--- src/rtl/ifetch_prefetch_pkg.sv ---
// Shared fetch-side definitions: pipeline select/size/opcode constants,
// the prefetch queue entry layout and the word-alignment helper.
package ifetch_prefetch_pkg;

    localparam logic [1:0] SIZE_BYTE = 2'd0;
    localparam logic [1:0] SIZE_HALF = 2'd1;
    localparam logic [1:0] SIZE_WORD = 2'd2;

    localparam logic [1:0] PCSel_PLUS4  = 2'd0;
    localparam logic [1:0] PCSel_BRANCH = 2'd1;
    localparam logic [1:0] PCSel_JUMP   = 2'd2;
    localparam logic [1:0] PCSel_TRAP   = 2'd3;

    localparam logic [6:0] OPC_LUI    = 7'b0110111;
    localparam logic [6:0] OPC_AUIPC  = 7'b0010111;
    localparam logic [6:0] OPC_JAL    = 7'b1101111;
    localparam logic [6:0] OPC_JALR   = 7'b1100111;
    localparam logic [6:0] OPC_BRANCH = 7'b1100011;
    localparam logic [6:0] OPC_LOAD   = 7'b0000011;
    localparam logic [6:0] OPC_STORE  = 7'b0100011;
    localparam logic [6:0] OPC_OPIMM  = 7'b0010011;
    localparam logic [6:0] OPC_OP     = 7'b0110011;

    localparam logic [1:0] ALIGN_MASK = 2'b11;

    // Queue entry layout, most significant field first: {pc, instr, halt}.
    typedef struct packed {
        logic [31:0] pc;
        logic [31:0] instr;
        logic        halt;
    } IFQ_ENTRY_T;

    function automatic logic is_aligned(input logic [1:0] low_bits);
        return (low_bits & ALIGN_MASK) == 2'b00;
    endfunction

endpackage

--- src/rtl/ifq_fifo.sv ---
// Synchronous FIFO with flush, used for the prefetch entry queue and the
// in-flight PC queue. Callers rely on credit accounting to avoid overflow.
module ifq_fifo
    import ifetch_prefetch_pkg::*;
#(
    parameter int WIDTH = 32,
    parameter int DEPTH = 4
) (
    input  logic                       clk,
    input  logic                       rst,
    input  logic                       flush_i,
    input  logic                       push_i,
    input  logic [WIDTH-1:0]           wdata_i,
    input  logic                       pop_i,
    output logic [WIDTH-1:0]           rdata_o,
    output logic [$clog2(DEPTH+1)-1:0] count_o
);

    localparam int AW = $clog2(DEPTH);
    localparam int CW = $clog2(DEPTH + 1);
    localparam logic [AW-1:0] PTR_ONE = AW'(32'd1);
    localparam logic [CW-1:0] CNT_ONE = CW'(32'd1);

    logic [WIDTH-1:0] mem_q [DEPTH];
    logic [AW-1:0]    head_q, head_d, tail_q, tail_d;
    logic [CW-1:0]    count_q, count_d;
    logic             push_s, pop_s;

    // Pointer and occupancy update; flush wins over push/pop.
    always_comb begin
        pop_s   = pop_i && (count_q != '0) && !flush_i;
        push_s  = push_i && !flush_i && ((count_q < CW'(DEPTH)) || pop_s);
        head_d  = head_q;
        tail_d  = tail_q;
        count_d = count_q;
        if (flush_i) begin
            head_d  = '0;
            tail_d  = '0;
            count_d = '0;
        end else begin
            if (pop_s) begin
                head_d = head_q + PTR_ONE;
            end else begin
                head_d = head_q;
            end
            if (push_s) begin
                tail_d = tail_q + PTR_ONE;
            end else begin
                tail_d = tail_q;
            end
            case ({push_s, pop_s})
                2'b10:   count_d = count_q + CNT_ONE;
                2'b01:   count_d = count_q - CNT_ONE;
                default: count_d = count_q;
            endcase
        end
    end

    // Storage and pointer registers.
    always_ff @(posedge clk or negedge rst) begin
        if (!rst) begin
            head_q  <= '0;
            tail_q  <= '0;
            count_q <= '0;
            for (int i = 0; i < DEPTH; i++) begin
                mem_q[i] <= '0;
            end
        end else begin
            head_q  <= head_d;
            tail_q  <= tail_d;
            count_q <= count_d;
            if (push_s) begin
                mem_q[tail_q] <= wdata_i;
            end
        end
    end

    assign rdata_o = mem_q[head_q];
    assign count_o = count_q;

endmodule

--- src/rtl/ifetch_prefetch.sv ---
// Decoupled instruction fetch: credit-limited issue to an in-order memory,
// prefetch queue toward decode, redirect flush with stale-response dropping.
module ifetch_prefetch
    import ifetch_prefetch_pkg::*;
#(
    parameter int              XLEN     = 32,
    parameter int              DEPTH    = 4,
    parameter logic [XLEN-1:0] RESET_PC = 32'h0
) (
    input  logic            clk,
    input  logic            rst,
    input  logic            halt_in,
    input  logic            redirect,
    input  logic [XLEN-1:0] redirect_pc,
    output logic            imem_req_valid,
    input  logic            imem_req_ready,
    output logic [XLEN-1:0] imem_req_addr,
    input  logic            imem_resp_valid,
    input  logic [XLEN-1:0] imem_resp_data,
    output logic            out_valid,
    input  logic            out_ready,
    output logic [XLEN-1:0] pc_out,
    output logic [XLEN-1:0] pc4_out,
    output logic [XLEN-1:0] instr_out,
    output logic            halt_out
);

    localparam int CW = $clog2(DEPTH + 1);
    localparam int SW = CW + 1;
    localparam int EW = 2 * XLEN + 1;
    localparam logic [CW-1:0]   CNT_ONE  = CW'(32'd1);
    localparam logic [XLEN-1:0] PC_STEP  = XLEN'(32'd4);

    logic [XLEN-1:0] fetch_pc_q, fetch_pc_d;
    logic [CW-1:0]   outstanding_q, outstanding_d;
    logic [CW-1:0]   drop_q, drop_d;
    logic            stopped_q, stopped_d;

    logic [CW-1:0]   q_count_s, pf_count_s;
    logic [EW-1:0]   q_head_s, q_wdata_s;
    logic [XLEN-1:0] pf_head_s;
    logic [SW-1:0]   in_use_s;
    logic            credit_s, aligned_s, issue_s, fire_s, mis_s;
    logic            resp_s, resp_keep_s, q_push_s, q_pop_s, out_valid_s;

    assign in_use_s    = {1'b0, q_count_s} + {1'b0, outstanding_q};
    assign credit_s    = in_use_s < SW'(DEPTH);
    assign aligned_s   = is_aligned(fetch_pc_q[1:0]);
    assign issue_s     = rst && !stopped_q && !halt_in && !redirect && aligned_s && credit_s;
    assign fire_s      = issue_s && imem_req_ready;
    // A misaligned halt entry waits for all older responses so it lands behind them.
    assign mis_s       = !stopped_q && !redirect && !aligned_s && credit_s
                         && (outstanding_q == '0);
    assign resp_s      = imem_resp_valid && (outstanding_q != '0);
    assign resp_keep_s = resp_s && (drop_q == '0) && (pf_count_s != '0);
    assign q_push_s    = !redirect && (resp_keep_s || mis_s);
    assign q_wdata_s   = mis_s ? {fetch_pc_q, {XLEN{1'b0}}, 1'b1}
                               : {pf_head_s, imem_resp_data, 1'b0};
    assign out_valid_s = q_count_s != '0;
    assign q_pop_s     = out_valid_s && out_ready;

    ifq_fifo #(.WIDTH(EW), .DEPTH(DEPTH)) u_entry_q (
        .clk     (clk),
        .rst     (rst),
        .flush_i (redirect),
        .push_i  (q_push_s),
        .wdata_i (q_wdata_s),
        .pop_i   (q_pop_s),
        .rdata_o (q_head_s),
        .count_o (q_count_s)
    );

    ifq_fifo #(.WIDTH(XLEN), .DEPTH(DEPTH)) u_pc_q (
        .clk     (clk),
        .rst     (rst),
        .flush_i (redirect),
        .push_i  (fire_s),
        .wdata_i (fetch_pc_q),
        .pop_i   (resp_keep_s),
        .rdata_o (pf_head_s),
        .count_o (pf_count_s)
    );

    // Next-state for fetch address, credit counters and the stop flag.
    always_comb begin
        fetch_pc_d    = fetch_pc_q;
        outstanding_d = outstanding_q;
        drop_d        = drop_q;
        stopped_d     = stopped_q;

        if (redirect) begin
            fetch_pc_d = redirect_pc;
        end else if (fire_s) begin
            fetch_pc_d = fetch_pc_q + PC_STEP;
        end else begin
            fetch_pc_d = fetch_pc_q;
        end

        case ({fire_s, resp_s})
            2'b10:   outstanding_d = outstanding_q + CNT_ONE;
            2'b01:   outstanding_d = outstanding_q - CNT_ONE;
            default: outstanding_d = outstanding_q;
        endcase

        // Every request still unanswered after a redirect edge is stale.
        if (redirect) begin
            drop_d = resp_s ? (outstanding_q - CNT_ONE) : outstanding_q;
        end else if (resp_s && (drop_q != '0)) begin
            drop_d = drop_q - CNT_ONE;
        end else begin
            drop_d = drop_q;
        end

        if (redirect) begin
            stopped_d = 1'b0;
        end else if (mis_s) begin
            stopped_d = 1'b1;
        end else begin
            stopped_d = stopped_q;
        end
    end

    // Fetch control registers.
    always_ff @(posedge clk or negedge rst) begin
        if (!rst) begin
            fetch_pc_q    <= RESET_PC;
            outstanding_q <= '0;
            drop_q        <= '0;
            stopped_q     <= 1'b0;
        end else begin
            fetch_pc_q    <= fetch_pc_d;
            outstanding_q <= outstanding_d;
            drop_q        <= drop_d;
            stopped_q     <= stopped_d;
        end
    end

    assign imem_req_valid = issue_s;
    assign imem_req_addr  = {fetch_pc_q[XLEN-1:2], 2'b00};
    assign out_valid      = out_valid_s;
    assign pc_out         = out_valid_s ? q_head_s[EW-1 -: XLEN] : {XLEN{1'b0}};
    assign pc4_out        = out_valid_s ? (q_head_s[EW-1 -: XLEN] + PC_STEP) : {XLEN{1'b0}};
    assign instr_out      = out_valid_s ? q_head_s[XLEN:1] : {XLEN{1'b0}};
    assign halt_out       = halt_in || (out_valid_s && q_head_s[0]);

endmodule

--- config.mk ---
export PLATFORM = sky130hd
export DESIGN_NAME = ifetch_prefetch
export DESIGN_NICKNAME = d
export VERILOG_FILES = /design/src/rtl/ifetch_prefetch_pkg.sv /design/src/rtl/ifq_fifo.sv /design/src/rtl/ifetch_prefetch.sv
export SDC_FILE = /design/constraint.sdc
export NUM_CORES = 1
export LEC_CHECK = 0
export ABC_AREA = 1
export CAP_MARGIN = 20
export CORE_ASPECT_RATIO = 2
export CORE_MARGIN = 8
export CORE_UTILIZATION = 55
export DETAILED_ROUTE_END_ITERATION = 10
export PLACE_DENSITY_LB_ADDON = 0.3
export SLEW_MARGIN = 20
export SYNTH_ARGS = -nofsm -noshare
export SYNTH_HDL_FRONTEND = slang
export SYNTH_SLANG_ARGS = --single-unit
--- constraint.sdc ---
create_clock -name clk -period 3.2 [get_ports clk]
set_input_delay 0.64 -clock clk [delete_from_list [all_inputs] [get_ports clk]]
set_output_delay 0.64 -clock clk [all_outputs]
set_load 0.02 [all_outputs]
==> out/summary.md, run 1 <==
• sky130_fd_sc_hd__nand2_1 — leading cell type in the layout, fill and taps excluded
• 1040 ps — transition time at the pin with the least slew margin
• 307 µm — height of the die
• in -> async — path type of the worst min-delay path
• 370 ps — Reg2Reg Setup Slack
• 0.557 — initial core utilization
• 28900 µm² — final cell area excluding filler cells
• finished, violations left — status
• setup timing — violated checks
• 161 µm — x dimension of the die
• 5.75 — Avg Vias per Cell
• 0 — final-report max-slew violation count
• 0 — count of endpoints failing hold in the final timing report
• 39 — number of library cell types mapped by synthesis
• 22800 — via count of the first global-routing pass
• 24.1 ps — skew final
• 0 — total number of yosys warnings
• 669 nW/µm² — power per standard cell area
• u_pc_q.count_o[2] — reg-to-reg critical path endpoint
• 26500 µm² — cell area reported after detailed placement
• 3 — number of buffers on the longest clock path
• 1.11 — ratio of final minimum period to clock period
• yes — CTS tree
• 2900 ps — critical path arrival
• 3540 ps — Final Critical Period
• 49500 µm² — die area
• 0 — max-cap violations
• 199 — number of port buffers
• 3394 — total of fill cells in the finished design
• -343 ps — worst-case setup margin in the final layout
• 20.2 µm — wire length per cell after detailed routing
• 2 — H-tree lvl count
• 70 ps — clock input transition at the sequential cells of the worst setup and hold paths
• 0 — number of buffers inserted by hold repair at cts
• 0 — Residual DRC
• 23000 — overall via count from detail_route
• 27 — final setup violation count
• 14.8 nW — static leakage
• 202 — I/O pin total
• reg -> out — WS Path Type
• 0.159 — fraction of final layout cells with drive strength greater than 1
• 0.692 — share of the core filled with cells
• 54.0 mm — Detailed Place HPWL
• 0.475 — sequential fraction of the synthesis area
• buf_6 > clkinv_8 > buf_8 > buf_16 > nand2_1 > nand3_1 > nand2_2 > nand2_2 > buf_4 > nor2_2 > nand2_1 > nor2_2 > nand2_1 > nand2_1 > nand2_2 > nor2_4 > buf_6 — crit path cell chain
• 12 — peak fanout along the critical path
• 500 ps — slowest cell delay on critical path
• 3527 — Post-layout nets
• true — RSZ-0062 raised after global routing
• sky130_fd_sc_hd__nand2_1 (1116), sky130_fd_sc_hd__dfrtp_1 (439), sky130_fd_sc_hd__o21ai_0 (378), sky130_fd_sc_hd__inv_1 (220), sky130_fd_sc_hd__nor2_1 (184) — most used cells in the layout excluding fill and tap cells
• 0.968 — RD Place Congestion
• 7 — drt pass-1 iters
• sky130_fd_sc_hd__clkbuf_16 — Clock Root Buffer
• 0 — antenna viol nets, final
• 3185 — Cells after Synth
• sky130_fd_sc_hd__nand2_1 — most prevalent standard cell on the critical path
• sky130_fd_sc_hd__dfrtp_4 — CP max stage cell
• 194 — pin count of the biggest net entering global routing
• 18 — R2R depth
• 0 — Antenna diodes
• 106 — number of cell rows
• 0 — grt ovf
• 80.9 mm — drt total wl
• 2560 ps — Critical Path RT
• output port — CP endpoint kind
• 441 — total number of clock tree sinks
• 0 — number of antenna violations at the first check in global routing
• 282 MHz — highest clock rate
• outstanding_q[0] — launching point of the worst reg2reg path
• 41 — number of buffers created by CTS
• 570 ps — insertion delay to the later sink of the worst-skew pair
• 23300 µm² — post-synthesis instance area
• 41800 µm² — Core Box Area
• 7.30 µm² — average size of a mapped cell
• 0.308 — headroom to the max-slew limit
• 124 mm — wire length of the first global-routing pass
• 1964 — DRT iter0 DRCs
• 0.315 — GR Util All Layers
• 0.000568 V — Peak VDD IR
• 24.3% — synth-to-layout area growth
• 441 — count of state elements after synthesis
• flop — Critical Path Start Type
worst max-delay path, delay by kind of cell (launching register included):
| kind | cells | cell delay, ps |
|---|---|---|
| AND/OR/NAND/NOR | 11 | 1020 |
| buffers and inverters | 6 | 790 |
| flip-flops | 1 | 500 |
what timing repair did:
action / 4_1_cts / 5_1_grt
gates cloned: 4 / 6
pin swaps: 20 / 48
endpoints found under the setup margin: 85 / 67
setup buffers: 13 / 11
endpoints found under the hold margin: 0 / 0
resized for setup: 367 / 192
metal layers:
metal,routed length (µm),global-route usage,vias up
li1,-,-,10600
met1,27500,0.339,11000
met2,41500,0.560,1149
met3,5620,0.0490,318
met4,6270,0.218,0
met5,0,0,-
cells in the mapped netlist:
cell	number	area (µm²)
sky130_fd_sc_hd__clkbuf_1	79	297
sky130_fd_sc_hd__o21bai_1	1	7.51
sky130_fd_sc_hd__nand2_4	1	11.3
sky130_fd_sc_hd__clkinv_1	3	11.3
sky130_fd_sc_hd__nand4_1	17	106
sky130_fd_sc_hd__nor2_4	1	11.3
sky130_fd_sc_hd__o21ai_0	382	1910
sky130_fd_sc_hd__o221ai_1	6	52.6
sky130_fd_sc_hd__a31oi_1	3	18.8
sky130_fd_sc_hd__buf_6	13	146
sky130_fd_sc_hd__fa_1	2	40.0
sky130_fd_sc_hd__dfrtp_1	441	11000
sky130_fd_sc_hd__o21ai_1	54	270
sky130_fd_sc_hd__xor2_1	33	289
sky130_fd_sc_hd__nand3_1	99	495
sky130_fd_sc_hd__nor3b_1	3	22.5
sky130_fd_sc_hd__and3_1	1	6.26
sky130_fd_sc_hd__inv_4	3	18.8
sky130_fd_sc_hd__nor2_8	2	40.0
sky130_fd_sc_hd__nand2_2	13	81.3
sky130_fd_sc_hd__buf_4	42	315
sky130_fd_sc_hd__buf_1	15	56.3
sky130_fd_sc_hd__o211ai_1	19	143
sky130_fd_sc_hd__conb_1	1	3.75
sky130_fd_sc_hd__o22ai_1	32	200
sky130_fd_sc_hd__xnor2_1	4	35.0
sky130_fd_sc_hd__buf_2	60	300
sky130_fd_sc_hd__inv_2	5	18.8
sky130_fd_sc_hd__nand2_1	1200	4500
sky130_fd_sc_hd__nor4_1	1	6.26
sky130_fd_sc_hd__ha_1	18	225
sky130_fd_sc_hd__nor2_2	3	18.8
sky130_fd_sc_hd__nor3_1	23	115
sky130_fd_sc_hd__nor2_1	254	953
sky130_fd_sc_hd__a21oi_1	117	586
sky130_fd_sc_hd__nor3_2	2	20.0
sky130_fd_sc_hd__o31ai_1	1	7.51
sky130_fd_sc_hd__a32oi_1	1	8.76
sky130_fd_sc_hd__inv_1	230	863
worst max path at each step:
stage	end	slack (ps)	cells past startpoint	start
after floorplan	pc4_out[16]	410	14	u_entry_q.head_q[1]
after global placement	pc4_out[31]	-200	15	u_entry_q.head_q[0]
after detailed placement	pc4_out[31]	-260	15	u_entry_q.head_q[0]
after CTS	pc4_out[15]	-260	15	u_entry_q.head_q[0]
after global routing	pc4_out[14]	-400	15	u_entry_q.head_q[0]
final	pc4_out[31]	-340	17	u_entry_q.head_q[0]
per-stage QoR:
| stage | worst slack (ps) | total power [mW] | instances | hold WS, ps | TNS (ps) |
|---|---|---|---|---|---|
| after floorplan | 405 | 10.4 | 3186 | 344 | 0 |
| after global placement | -202 | 13.7 | 3904 | 443 | -2640 |
| after detailed placement | -255 | 13.9 | 3904 | 456 | -3180 |
| after CTS | -258 | 18.9 | 3991 | 255 | -4310 |
| after global routing | -402 | 20.2 | 4003 | 270 | -7500 |
| final | -343 | 19.4 | 4003 | 203 | -4800 |
registers in the layout, summed over array words and instances, names as in the netlist:
register,flops
u_pc_q.count_o,3
stopped_q,1
fetch_pc_q,32
drop_q,3
u_pc_q.mem_q,128
u_pc_q.tail_q,2
u_entry_q.tail_q,2
u_entry_q.head_q,2
u_pc_q.head_q,2
u_entry_q.mem_q,260
outstanding_q,3
u_entry_q.count_o,3
cells by family (layout without fill, tap and decap cells):
| group | after synthesis | after routing | synth area share |
|---|---|---|---|
| AND/OR/NAND/NOR | 1620 | 1620 | 0.275 |
| AO/OA/AOI/OAI | 616 | 616 | 0.138 |
| buffers and inverters | 450 | 727 | 0.0872 |
| flip-flops | 441 | 441 | 0.475 |
| XOR/XNOR | 37 | 37 | 0.0139 |
| adder cells (fa/ha/maj) | 20 | 20 | 0.0114 |
| other | 1 | 2 | 0.000161 |
power by group:
group          internal (mW)  switching, mW  total [mW]
combinational           2.85           5.05        7.90
sequential              6.18          0.418        6.59
clock                   2.67           2.19        4.86
layout make-up:
| class | instances | area [µm²] | share of cell area |
|---|---|---|---|
| multi-input combinational | 2295 | 11000 | 0.379 |
| sequential | 441 | 11000 | 0.382 |
| timing repair buffer | 415 | 3990 | 0.138 |
| clock inverter | 16 | 154 | 0.00532 |
| inverter | 241 | 925 | 0.0320 |
| clock buffer | 54 | 1140 | 0.0393 |
| timing repair inverter | 1 | 16.3 | 0.000563 |
| tap | 540 | 676 | 0.0234 |
Note: power is estimated with default switching activity, not from simulation.
==> run 2: changes to the inputs <==
--- a/config.mk
+++ b/config.mk
@@ -7,9 +7,12 @@
 export LEC_CHECK = 0
 export ABC_AREA = 1
 export CAP_MARGIN = 20
+export CELL_PAD_IN_SITES_DETAIL_PLACEMENT = 1
+export CELL_PAD_IN_SITES_GLOBAL_PLACEMENT = 2
 export CORE_ASPECT_RATIO = 2
 export CORE_MARGIN = 8
-export CORE_UTILIZATION = 55
+export CORE_UTILIZATION = 34
+export CTS_CLUSTER_SIZE = 20
 export DETAILED_ROUTE_END_ITERATION = 10
 export PLACE_DENSITY_LB_ADDON = 0.3
 export SLEW_MARGIN = 20
==> run 2 against run 1 <==
Effect of this change:
- the run still ends with setup timing left
- non-clock buffer count is 7 higher
- routed wire length rose by 11%
- sequential cell count stayed put
- clock power is 8.6% higher
- sequential power is essentially flat
- global-route usage down 8.6 points
- largest power group unchanged
==> out/summary.md, run 2 (same netlist as run 1, synthesis figures left out) <==
• 580 ps — insertion delay to the later sink of the worst-skew pair, about the same
• 24700 — via count of the first global-routing pass, +8.2%
• setup timing — violated checks
• outstanding_q[0] — launching point of the worst reg2reg path
• output port — CP endpoint kind
• 280 ps — Reg2Reg Setup Slack, -90 ps
• 441 — total number of clock tree sinks, unchanged
• 63.1 mm — Detailed Place HPWL, +17%
• 0.343 — initial core utilization, -0.213
• 0 — final-report max-slew violation count, unchanged
• 2560 ps — Critical Path RT, about the same
• 260 — Largest register FFs, unchanged
• 5 — drt pass-1 iters, -2
• 67700 µm² — Core Box Area, +62%
• 0.229 — GR Util All Layers, -0.0860
• 15 — R2R depth, -3
• 386 µm — height of the die, +26%
• u_entry_q.mem_q — Biggest register
• 44 — number of buffers created by CTS, +7.3%
• 0 — Residual DRC, unchanged
• 172 — pin count of the biggest net entering global routing, -11%
• u_entry_q.mem_q (260), u_pc_q.mem_q (128), fetch_pc_q (32) — leading registers by flop count
• 9.59 ps — skew final, -14.5 ps
• 673 nW/µm² — power per standard cell area, +0.56%
• 0.000398 V — Peak VDD IR, -30%
• 0 — grt ovf, unchanged
• 4369 — non-filler cells, final, +9.1%
• 1.07 — ratio of final minimum period to clock period, -0.0347
• 199 — number of port buffers, unchanged
• 0 — number of antenna violations at the first check in global routing, unchanged
• flop — Critical Path Start Type
• in -> async — path type of the worst min-delay path
• sky130_fd_sc_hd__nand2_1 (1123), sky130_fd_sc_hd__dfrtp_1 (439), sky130_fd_sc_hd__o21ai_0 (379), sky130_fd_sc_hd__inv_1 (224), sky130_fd_sc_hd__buf_4 (201) — most used cells in the layout excluding fill and tap cells
• reg -> out — WS Path Type
• 60 ps — clock input transition at the sequential cells of the worst setup and hold paths, about the same
• 201 µm — x dimension of the die, +24%
• 0.898 — RD Place Congestion, -7.2%
• 8 — peak fanout along the critical path, -4
• 3430 ps — Final Critical Period, -111 ps
• 58.2 ps — Fin Hold WS, -145 ps
• 0.316 — headroom to the max-slew limit, +0.00798
• 22500 — overall via count from detail_route, -2.3%
• true — RSZ-0062 raised after global routing
• yes — CTS tree
• 135 — number of cell rows, +27%
• 0.159 — fraction of final layout cells with drive strength greater than 1, about the same
• 1030 ps — transition time at the pin with the least slew margin, -12.0 ps
• 77500 µm² — die area, +57%
• 0 — count of endpoints failing hold in the final timing report, unchanged
• 14.6 nW — static leakage, -1.2%
• 3 — number of buffers on the longest clock path, unchanged
• 0 — Antenna diodes, unchanged
• 2790 ps — critical path arrival, -110 ps
• 3536 — Post-layout nets, +0.26%
• 2 — H-tree lvl count, unchanged
• 4259 — total instance count after detailed placement, +9.1%
• 26.1% — synth-to-layout area growth
• sky130_fd_sc_hd__clkbuf_16 — Clock Root Buffer
• 0 — antenna viol nets, final, unchanged
• u_entry_q.mem_q[218] — reg-to-reg critical path endpoint
• 291 MHz — highest clock rate, +3.2%
• 90.0 mm — drt total wl, +11%
• sky130_fd_sc_hd__nand2_1 — leading cell type in the layout, fill and taps excluded
• 1111 — DRT iter0 DRCs, -43%
• 142 mm — wire length of the first global-routing pass, +14%
• 0 — max-cap violations, unchanged
• finished, violations left — status
• 5.15 — Avg Vias per Cell, -11%
• 20.6 µm — wire length per cell after detailed routing, +2.0%
• -232 ps — worst-case setup margin in the final layout, +111 ps
• 202 — I/O pin total, unchanged
• 27 — final setup violation count, unchanged
-- run 2: changes by cell type in the layout (fill, tap and decap cells not counted), sizes merged --
cell and change:
buf +18, clkdlybuf4s15 +10, dlymetal6s2s -7, dlygate4sd2 -4, clkbuf +2, clkdlybuf4s50 -2
inv -2, clkinv +1
-- run 2: critical path, cell delays in order (launching register included) --
cell and delay, ps:
sky130_fd_sc_hd__dfrtp_4 480, sky130_fd_sc_hd__clkinv_8 120, sky130_fd_sc_hd__buf_8 160, sky130_fd_sc_hd__o211ai_1 200, sky130_fd_sc_hd__nand2_2 140, sky130_fd_sc_hd__ha_4 210
sky130_fd_sc_hd__buf_6 120, sky130_fd_sc_hd__nand3_4 100, sky130_fd_sc_hd__nor2_1 50, sky130_fd_sc_hd__buf_4 150, sky130_fd_sc_hd__xor2_2 150, sky130_fd_sc_hd__nor2_4 180
sky130_fd_sc_hd__buf_6 150
-- run 2: cell type report --
class / count / area [µm²]
Timing Repair Buffer: 422 / 3920
Inverter: 241 / 935
Sequential cell: 441 / 11000
Fill cell: 8394 / 38400
Tap cell: 890 / 1110
Clock buffer: 64 / 1270
Clock inverter: 16 / 150
Multi-Input combinational cell: 2295 / 10900
-- run 2: stage by stage --
stage	setup TNS (ps)	total power, mW	area [µm²]	setup slack [ps]	utilization
after global routing	-7840	20.8	29300	-386	0.433
after CTS	-4780	19.8	28900	-289	0.427
final	-3700	19.7	29300	-232	0.433
after floorplan	0	10.4	23300	405	-
after global placement	-3930	14.0	26900	-316	0.398
after detailed placement	-4580	14.2	26900	-354	0.398
-- run 2: power breakdown --
group | internal (mW) | switching, mW
clock network | 2.93 | 2.35
registers | 6.18 | 0.418
logic | 2.81 | 5.05
-- run 2: how the worst max path moves through the flow --
stage / from / end / slack, ps
detailed placement: u_entry_q.head_q[0] / pc4_out[11] / -350
finish: u_entry_q.head_q[0] / pc4_out[14] / -230
global placement: u_entry_q.head_q[0] / pc4_out[11] / -320
CTS: u_entry_q.head_q[0] / pc4_out[17] / -290
floorplan: u_entry_q.head_q[1] / pc4_out[16] / 410
global route: u_entry_q.head_q[0] / pc4_out[22] / -390
-- run 2: routing by layer --
metal  vias up  share of wire  global-route usage
met3       181          0.029              0.0241
li1      10600              -                   -
met1     11200           0.39               0.253
met4         0          0.047               0.107
met2       476           0.53               0.435
met5         -              0                   0
-- run 2: timing repair --
action / in CTS / in global routing
pin swaps: 38 / 35
setup buffers: 19 / 9
cloned: 2 / 1
hold buffers: 1 / 0
endpoints found under the setup margin: 94 / 60
hold endpoints to repair: 39 / 0
resized for setup: 404 / 125
==> run 3: changes to the inputs <==
--- a/config.mk
+++ b/config.mk
@@ -9,7 +9,7 @@
 export CAP_MARGIN = 20
 export CELL_PAD_IN_SITES_DETAIL_PLACEMENT = 1
 export CELL_PAD_IN_SITES_GLOBAL_PLACEMENT = 2
-export CORE_ASPECT_RATIO = 2
+export CORE_ASPECT_RATIO = 0.6
 export CORE_MARGIN = 8
 export CORE_UTILIZATION = 34
 export CTS_CLUSTER_SIZE = 20
==> run 3 against run 2 <==
Effect of this change:
- the flow still finishes with violations (setup timing)
- first-iteration DRC count is 52% higher
- die area shrank 0.30%
- routed wire length rose by 4.0%
- final area up 2.1%
- maximum frequency down 3.9%
- combinational power rose by 4.7%
- critical path depth is 2 higher
- core utilization grew 0.81 points
- global-route usage rose by 0.51 points
- count of clock-buffer cells in the layout rose by 1
- setup slack got worse by 140 ps
- critical path type unchanged
==> out/summary.md, run 3 (same netlist as run 1, synthesis figures left out) <==
• 26900 µm² — cell area reported after detailed placement, about the same
• 14.9 nW — static leakage, +2.2%
• 0 — number of antenna violations at the first check in global routing, unchanged
• 74 — number of cell rows, -45%
• yes — CTS tree
• 24100 — via count of the first global-routing pass, -2.4%
• 2560 ps — Critical Path RT, about the same
• 16.0 ps — skew final, +6.42 ps
• 992 ps — transition time at the pin with the least slew margin, -33.9 ps
• 354 µm — x dimension of the die, +76%
• 0 — Antenna diodes, unchanged
• u_entry_q.mem_q — Biggest register
• 202 — I/O pin total, unchanged
• 3524 — Post-layout nets, -0.34%
• 0.235 — GR Util All Layers, +0.00507
• 4265 — total instance count after detailed placement, +0.14%
• 0.000322 V — Peak VDD IR, -19%
• 8 — peak fanout along the critical path, unchanged
• met2 — GRT Max-Usage Layer
• 219 µm — height of the die, -43%
• -456 ps — setup slack at placement, -101 ps
• 0.171 — fraction of final layout cells with drive strength greater than 1, +0.0118
• 199 — number of port buffers, unchanged
• 0.361 — met2 routing resource usage after global routing, -0.0742
• sky130_fd_sc_hd__clkbuf_16 — Clock Root Buffer
• 0.343 — initial core utilization, -0.000677
• setup timing — violated checks
• 67900 µm² — Core Box Area, +0.20%
• 70 ps — clock input transition at the sequential cells of the worst setup and hold paths, about the same
• 695 nW/µm² — power per standard cell area, +3.2%
• 3570 ps — Final Critical Period, +138 ps
• true — RSZ-0062 raised after global routing
• 0 — antenna viol nets, final, unchanged
• 77300 µm² — die area, -0.30%
• 260 — Largest register FFs, unchanged
• 127 — pin count of the biggest net entering global routing, -26%
• 600 ps — insertion delay to the later sink of the worst-skew pair, +20 ps
• 64.3 mm — Detailed Place HPWL, +1.9%
• 280 MHz — highest clock rate, -3.9%
• 2930 ps — critical path arrival, +140 ps
• sky130_fd_sc_hd__nand2_1 (1108), sky130_fd_sc_hd__dfrtp_1 (438), sky130_fd_sc_hd__o21ai_0 (380), sky130_fd_sc_hd__inv_1 (219), sky130_fd_sc_hd__nor2_1 (181) — most used cells in the layout excluding fill and tap cells
• 21.4 µm — wire length per cell after detailed routing, +3.8%
• reg -> out — WS Path Type
• 0.338 — GR Layer Usage met1, +0.0848
• 0 — Residual DRC, unchanged
• 0 — grt ovf, unchanged
• 0 — max-cap violations, unchanged
• 4378 — non-filler cells, final, +0.21%
• 47 — number of buffers created by CTS, +6.8%
• 0.334 — headroom to the max-slew limit, +0.0185
• 441 — total number of clock tree sinks, unchanged
• 28.7% — synth-to-layout area growth
• u_entry_q.mem_q (260), u_pc_q.mem_q (128), fetch_pc_q (32) — leading registers by flop count
• 29900 µm² — final cell area excluding filler cells, +2.1%
• 3 — number of buffers on the longest clock path, unchanged
• 93.7 mm — drt total wl, +4.0%
• 0 — number of buffers inserted by hold repair at cts, -1
• 144 mm — wire length of the first global-routing pass, +1.7%
• 22900 — overall via count from detail_route, +1.7%
• in -> async — path type of the worst min-delay path
• 0 — count of endpoints failing hold in the final timing report, unchanged
• 20.8 mW — post-route total power, +5.4%
• 0.0466 — met3 track utilization from global routing, +0.0225
• 5 — drt pass-1 iters, unchanged
• 5.22 — Avg Vias per Cell, +1.5%
• 1.12 — ratio of final minimum period to clock period, +0.0432
• -371 ps — worst-case setup margin in the final layout, -138 ps
• 0 — final-report max-slew violation count, unchanged
• 2 — H-tree lvl count, unchanged
• output port — CP endpoint kind
• 1693 — DRT iter0 DRCs, +52%
• 0.916 — RD Place Congestion, +2.0%
• 28 — final setup violation count, +3.7%
• flop — Critical Path Start Type
• finished, violations left — status
• sky130_fd_sc_hd__nand2_1 — leading cell type in the layout, fill and taps excluded
• -6760 ps — sum of negative setup slack, -3060 ps
• 18 — R2R depth, +3
==> run 3: changes by cell type in the layout (fill, tap and decap cells not counted), sizes merged <==
cell / change
clkinvlp: +2
clkbuf: +8
dlygate4sd2: -9
bufinv: +5
buf: -6
clkinv: -5
clkdlybuf4s15: -7
inv: -1
==> run 3: power breakdown <==
part | switching (mW) | internal, mW | total (mW) | leakage, nW
registers | 0.423 | 6.18 | 6.60 | 5.56
clock network | 2.47 | 3.49 | 5.96 | 0.784
logic | 5.25 | 2.98 | 8.23 | 8.61
==> run 3: cell type report <==
type                       count  area, µm²
clock buffer                  65       1340
clock inverter                17        278
fill                        8176      37900
inverter                     241        935
multi-input combinational   2295      11100
sequential                   441      11000
tap                          912       1140
timing repair buffer         407       4030
==> run 3: path summary, 6_finish.rpt <==
kind                       slack [ps]             endpoint                 from
hold / removal                    170    u_pc_q.count_o[0]                  rst
hold reg to reg                   470     u_pc_q.mem_q[65]     u_pc_q.mem_q[65]
max in group asynchronous        1520  u_entry_q.mem_q[19]                  rst
setup reg to reg                  300    u_pc_q.count_o[2]     outstanding_q[0]
min in group clk                  440            drop_q[2]             redirect
setup / recovery                 -370           pc4_out[8]  u_entry_q.head_q[0]
==> run 3: repair_timing <==
item,4_1_cts,5_1_grt
setup buffers,12,14
resized for setup,401,235
pin swaps,32,59
gates cloned,3,3
setup endpoints to repair,93,51
==> run 3: layer usage <==
layer / routed length (µm) / part of all wire
met1: 44600 / 0.48
met2: 41600 / 0.44
met3: 5480 / 0.058
met4: 2010 / 0.021
met5: 0 / 0
==> run 3: worst max-delay path, stage by stage (launching register included) <==
cell and delay (ps):
sky130_fd_sc_hd__dfrtp_4 530, sky130_fd_sc_hd__clkinv_8 130, sky130_fd_sc_hd__buf_8 160, sky130_fd_sc_hd__o211ai_1 250, sky130_fd_sc_hd__nand2_2 120, sky130_fd_sc_hd__ha_4 200, sky130_fd_sc_hd__inv_4 60, sky130_fd_sc_hd__nor2_4 40
sky130_fd_sc_hd__nand2_4 90, sky130_fd_sc_hd__nor2_4 40, sky130_fd_sc_hd__buf_6 120, sky130_fd_sc_hd__buf_6 110, sky130_fd_sc_hd__xor2_2 160, sky130_fd_sc_hd__nor2_1 120, sky130_fd_sc_hd__buf_4 160
==> run 3: metrics by stage <==
stage / util / hold slack (ps)
floorplan: - / 344
global placement: 0.397 / 446
detailed placement: 0.397 / 458
CTS: 0.429 / 175
global route: 0.441 / 194
finish: 0.441 / 166
